File: src/rtl/rob_commit_sched.sv
`default_nettype none
// ============================================================================
// Module   : rob_commit_sched
// Brief    : Lite reorder buffer that allocates tags, captures out-of-order
//            CDB results and retires in program order onto the regfile
//            unlock port. Optional statistics via ROB_COMMIT_STAT_EN.
// Revision : 1.0 - initial release
// ============================================================================
module rob_commit_sched #(
  parameter int ROB_SIZE = 16,
  parameter int ROB_W    = 4,
  parameter int REG_W    = 5,
  parameter int DATA_W   = 32
) (
  input  logic              clk,
  input  logic              reset,
  input  logic              ready,
  input  logic              alloc_valid,
  input  logic [REG_W-1:0]  alloc_rd,
  output logic [ROB_W-1:0]  alloc_robpos,
  output logic              alloc_ok,
  input  logic              cdb_valid,
  input  logic [ROB_W-1:0]  cdb_robpos,
  input  logic [DATA_W-1:0] cdb_val,
  input  logic              cdb_mispred,
  input  logic [DATA_W-1:0] cdb_target,
  output logic              unlock,
  output logic [REG_W-1:0]  unlock_rd,
  output logic [ROB_W-1:0]  unlock_robpos,
  output logic [DATA_W-1:0] unlock_val,
  output logic              clear,
  output logic [DATA_W-1:0] clear_pc,
`ifdef ROB_COMMIT_STAT_EN
  output logic [31:0]       commit_cnt,
  output logic [31:0]       flush_cnt,
`endif
  output logic              full,
  output logic              empty
);

  localparam logic [ROB_W:0] CNT_FULL = (ROB_W+1)'(ROB_SIZE);

  logic [ROB_SIZE-1:0] busy;
  logic [ROB_SIZE-1:0] done;
  logic [ROB_SIZE-1:0] mispred;
  logic [REG_W-1:0]    rd_q     [ROB_SIZE];
  logic [DATA_W-1:0]   val_q    [ROB_SIZE];
  logic [DATA_W-1:0]   target_q [ROB_SIZE];

  logic [ROB_W-1:0] head;
  logic [ROB_W-1:0] tail;
  logic [ROB_W:0]   count;
  logic [ROB_W:0]   count_next;

  logic alloc_fire;
  logic retire_fire;
  logic cdb_fire;

  assign full         = (count == CNT_FULL);
  assign empty        = (count == '0);
  assign alloc_robpos = tail;
  assign alloc_ok     = !full && !clear;

  assign alloc_fire  = ready && alloc_valid && alloc_ok;
  assign retire_fire = ready && busy[head] && done[head] && !clear;
  // CDB writes are accepted regardless of ready, but never during a flush
  assign cdb_fire    = cdb_valid && busy[cdb_robpos] && !clear;

  always_comb begin
    count_next = count;
    case ({alloc_fire, retire_fire})
      2'b10:   count_next = count + (ROB_W+1)'(1);
      2'b01:   count_next = count - (ROB_W+1)'(1);
      default: count_next = count;
    endcase
  end

  always_ff @(posedge clk) begin
    if (reset) begin
      busy          <= '0;
      done          <= '0;
      mispred       <= '0;
      head          <= '0;
      tail          <= '0;
      count         <= '0;
      unlock        <= 1'b0;
      unlock_rd     <= '0;
      unlock_robpos <= '0;
      unlock_val    <= '0;
      clear         <= 1'b0;
      clear_pc      <= '0;
    end else begin
      unlock <= 1'b0;
      clear  <= 1'b0;
      if (clear) begin
        busy  <= '0;
        head  <= '0;
        tail  <= '0;
        count <= '0;
      end else begin
        if (cdb_fire) begin
          done[cdb_robpos]    <= 1'b1;
          mispred[cdb_robpos] <= cdb_mispred;
        end
        if (retire_fire) begin
          busy[head]    <= 1'b0;
          head          <= head + ROB_W'(1);
          unlock        <= |rd_q[head];
          unlock_rd     <= rd_q[head];
          unlock_robpos <= head;
          unlock_val    <= val_q[head];
          clear         <= mispred[head];
          if (mispred[head]) begin
            clear_pc <= target_q[head];
          end
        end
        // A freshly allocated slot is never busy, so it cannot collide with CDB or retire
        if (alloc_fire) begin
          busy[tail]    <= 1'b1;
          done[tail]    <= 1'b0;
          mispred[tail] <= 1'b0;
          tail          <= tail + ROB_W'(1);
        end
        count <= count_next;
      end
    end
  end

  always_ff @(posedge clk) begin
    if (alloc_fire) begin
      rd_q[tail] <= alloc_rd;
    end
    if (cdb_fire) begin
      val_q[cdb_robpos]    <= cdb_val;
      target_q[cdb_robpos] <= cdb_target;
    end
  end

`ifdef ROB_COMMIT_STAT_EN
  always_ff @(posedge clk) begin
    if (reset) begin
      commit_cnt <= '0;
      flush_cnt  <= '0;
    end else begin
      if (retire_fire && !(&commit_cnt)) begin
        commit_cnt <= commit_cnt + 32'd1;
      end
      if (clear && !(&flush_cnt)) begin
        flush_cnt <= flush_cnt + 32'd1;
      end
    end
  end
`else
  // Statistics counters are not built in this configuration.
`endif

endmodule
`default_nettype wire
File: config.mk
export PLATFORM = sky130hd
export DESIGN_NAME = rob_commit_sched
export DESIGN_NICKNAME = d
export VERILOG_FILES = /design/src/rtl/rob_commit_sched.sv
export SDC_FILE = /design/constraint.sdc
export NUM_CORES = 1
export LEC_CHECK = 0
export CAP_MARGIN = 20
export CELL_PAD_IN_SITES_DETAIL_PLACEMENT = 2
export CELL_PAD_IN_SITES_GLOBAL_PLACEMENT = 2
export CORE_MARGIN = 3
export CORE_UTILIZATION = 48
export CTS_BUF_LIST = sky130_fd_sc_hd__clkbuf_4 sky130_fd_sc_hd__clkbuf_8 sky130_fd_sc_hd__clkbuf_16
export DETAILED_ROUTE_END_ITERATION = 10
export HOLD_SLACK_MARGIN = 0.03
export PLACE_DENSITY_LB_ADDON = 0.1
export SLEW_MARGIN = 10
export SYNTH_ARGS = -nofsm -noshare
export SYNTH_HDL_FRONTEND = slang
export SYNTH_SLANG_ARGS = --single-unit
File: constraint.sdc
create_clock -name clk -period 14.5 [get_ports clk]
set_input_delay 4.35 -clock clk [delete_from_list [all_inputs] [get_ports clk]]
set_output_delay 4.35 -clock clk [all_outputs]
set_load 0.02 [all_outputs]
==> impl_metrics.yaml <==
cts:
  clock-root-buffer: "clkbuf_16"
  cts.hold.buffers_added: 0
  post_cts_resized: 0
  cts.sinks: 1244
  post_cts_buffers: 0
  cts_buffer_depth: 3
  htreeDepth: 4
  cts_buffers: 136
  clk_pin_slew_ns: 0.06
  cts_tree: "yes"
  insertion_delay_ns: 0.72
finish:
  final_cell_mix: "edfxtp_1 (1104), mux4_2 (354), clkdlybuf4s50_1 (159), clkbuf_16 (139), dfxtp_1 (135)"
  nNetsFinal: 2521
  utilization_pct: 56.4
  final_cells: 3816
  final_common_cell: "edfxtp_1"
  layout-drive-gt1-share_pct: 26.5
  syn2layout_area_growth_pct: 16.2
sta:
  setup_viol: 0
  hold_viol_final: 0
  fin_tns_setup_ns: 0
  fin_skew_ns: 0.0253
  grt_setup_unrepaired: "false"
  drv_slew: 0
  worst_pin_slew_ns: 1.09
  max_freq_ghz: 0.126
  max-slew-margin-rel_pct: 27.2
  period_share_pct: 54.8
  fin_crit_ns: 7.95
grt:
  first_global_vias: 26800
  antenna_found_initial: 7
  track_usage_pct: 27.7
  grt_pass1_wl_mm: 202
  overflow: 0
  grt_max_degree: 67
drt:
  ant_nets: 0
  drt-total-wl_mm: 139
  drc: 0
  route.vias.total: 23800
  drt_first_pass_iters: 5
  post_drt_wl_per_cell_um: 36.3
  vias_per_cell: 6.24
  drt_iter0_markers: 2395
worst_setup_path:
  critical_path.max_fanout: 45
  critical_path.max_stage_delay_ns: 0.58
  required_ns: 15.15
  critPathLaunchType: "primary input"
  slowest_stage: "buf_4"
  crit_chain: "clkdlybuf4s50_1 > inv_1 > a311o_1 > a2111o_1 > or2_2 > inv_2 > buf_4 > ha_1 > xor2_1 > ha_1 > a21oi_1 > o21bai_1 > a22oi_1 > o221a_2 > or3_1 > a21oi_1"
  worst-endpoint-arrival_ns: 8.60
  crit_type: "primary input to flip-flop"
  end_kind: "flip-flop"
floorplan:
  rows: 114
  die_w_um: 320
  coreArea_um2: 97100
  start_util_pct: 48.6
  ioPinCount: 161
  die-area_um2: 102000
  fp.dieH_um: 320
logic_synthesis:
  syn_inst: 2212
  yosysUniqueCellTypes: 46
  synth_area_um2: 47200
  yosysTopAreaCellShare_pct: 70.3
  synth_edf_count: 1104
  yosysWarnings: 0
  yosys-top-cells-area: "edfxtp_1 (70%), mux4_2 (17%), dfxtp_1 (5.9%)"
  synth.avg_cell_area_um2: 21.3
  synth-seq-cells: 1244
  async_flop_share_pct: 0
  synth_nets: 2302
  ys.flop_type: "edfxtp_1"
  ys_seq_area_share_pct: 76.2
  synth.largest_area_cell: "edfxtp_1"
power:
  peakVddDrop_uv: 103
  p_total_mw: 7.46
  leakagePower_nw: 16.8
  power.density_nw_per_um2: 136
placed_design:
  dp_hpwl_mm: 74.2
  gp_congestion: 0.790
  portBuffers: 160
  dp_cells: 3567
run:
  maxCapViolCount: 0
hold_path:
  hold_path_class: "flip-flop to flip-flop"
run_status:
  outcome: "finished, final reports clean"
-- power by group --
part / internal [mW] / leakage (nW) / switching [mW]
clock network: 2.04 / 2.25 / 1.42
logic: 0.0290 / 3.47 / 0.0740
registers: 3.90 / 11.1 / 0.00370
total: 5.97 / 16.8 / 1.49
-- final cells by class --
class,count,area [um2]
repair buffers,215,2030
well taps,1276,1600
multi-input cells,825,10800
inverters,9,33.8
fillers,7835,42300
clock inverters,42,337
flip-flops and latches,1244,36000
diodes,4,10.0
clock buffers,201,4080
-- path summary, 6_finish.rpt --
path                                                   to  slack (ns)  cells past startpoint                       from
worst min register to register  unlock_rd[4]$_SDFFE_PP0P_        0.46                      2  unlock_rd[4]$_SDFFE_PP0P_
worst max register to register      count[4]$_SDFFE_PP0P_        8.48                     16       head[1]$_SDFFE_PP0N_
worst min-delay path            unlock_rd[4]$_SDFFE_PP0P_        0.46                      2  unlock_rd[4]$_SDFFE_PP0P_
worst max-delay path                count[4]$_SDFFE_PP0P_        6.55                     16                      ready
-- synth_stat cells (all sizes together) (4+ instances only) --
cell,n
mux4,356
buf,54
nor2,95
clkbuf,80
mux2i,54
a22oi,10
xor2,5
nor2b,7
ha,11
xnor2,4
inv,9
nand2,107
nor3,57
dfxtp,140
a21oi,47
and3,18
nand3,9
edfxtp,1104
o21ai,18
-- logic make-up (layout without fill, tap and decap cells) --
family / Yosys count / in the layout / synth area share [%]
AO/OA/AOI/OAI: 84 / 84 / 1.01
XOR/XNOR: 9 / 9 / 0.167
adder cells (fa/ha/maj): 11 / 11 / 0.292
buffers and inverters: 143 / 467 / 1.27
flip-flops: 1244 / 1244 / 76.2
multiplexers: 410 / 410 / 18.2
other: 0 / 4 / 0
AND/OR/NAND/NOR: 311 / 311 / 2.91
-- sequential cells by signal (all words and copies together), names as in the netlist, 5 cells and up, named ones only --
| register | count |
|---|---|
| val_q | 512 |
| count | 5 |
| busy | 16 |
| clear_pc | 32 |
| mispred | 16 |
| unlock_val | 32 |
| rd_q | 80 |
| unlock_rd | 5 |
| target_q | 512 |
| done | 16 |
-- per-stage QoR --
step | setup WS [ns] | hold slack [ns] | cell area [um2]
floorplan | 2.65 | 0.464 | 47200
global placement | 5.97 | 0.444 | 50300
detailed placement | 5.88 | 0.457 | 50400
CTS | 6.62 | 0.465 | 54800
global route | 6.45 | 0.496 | 54800
finish | 6.55 | 0.459 | 54800
-- critical path: cells and delay by family --
family | cells | cell delay, ns
xor+xnor | 1 | 0.20
simple gates | 2 | 0.64
buf+inv | 4 | 1.17
fa+ha+maj | 2 | 0.67
compound gates | 7 | 1.56
-- per-layer routing --
layer  global-route usage (%)  routed length [um]  up-vias
met5                        0                  54        -
li1                         -                   -     9558
met1                     36.7               55700    13200
met4                     6.90                2660        8
met2                     47.9               72300      908
met3                     4.95                7920      202
Power figures use the tool's default switching activity.
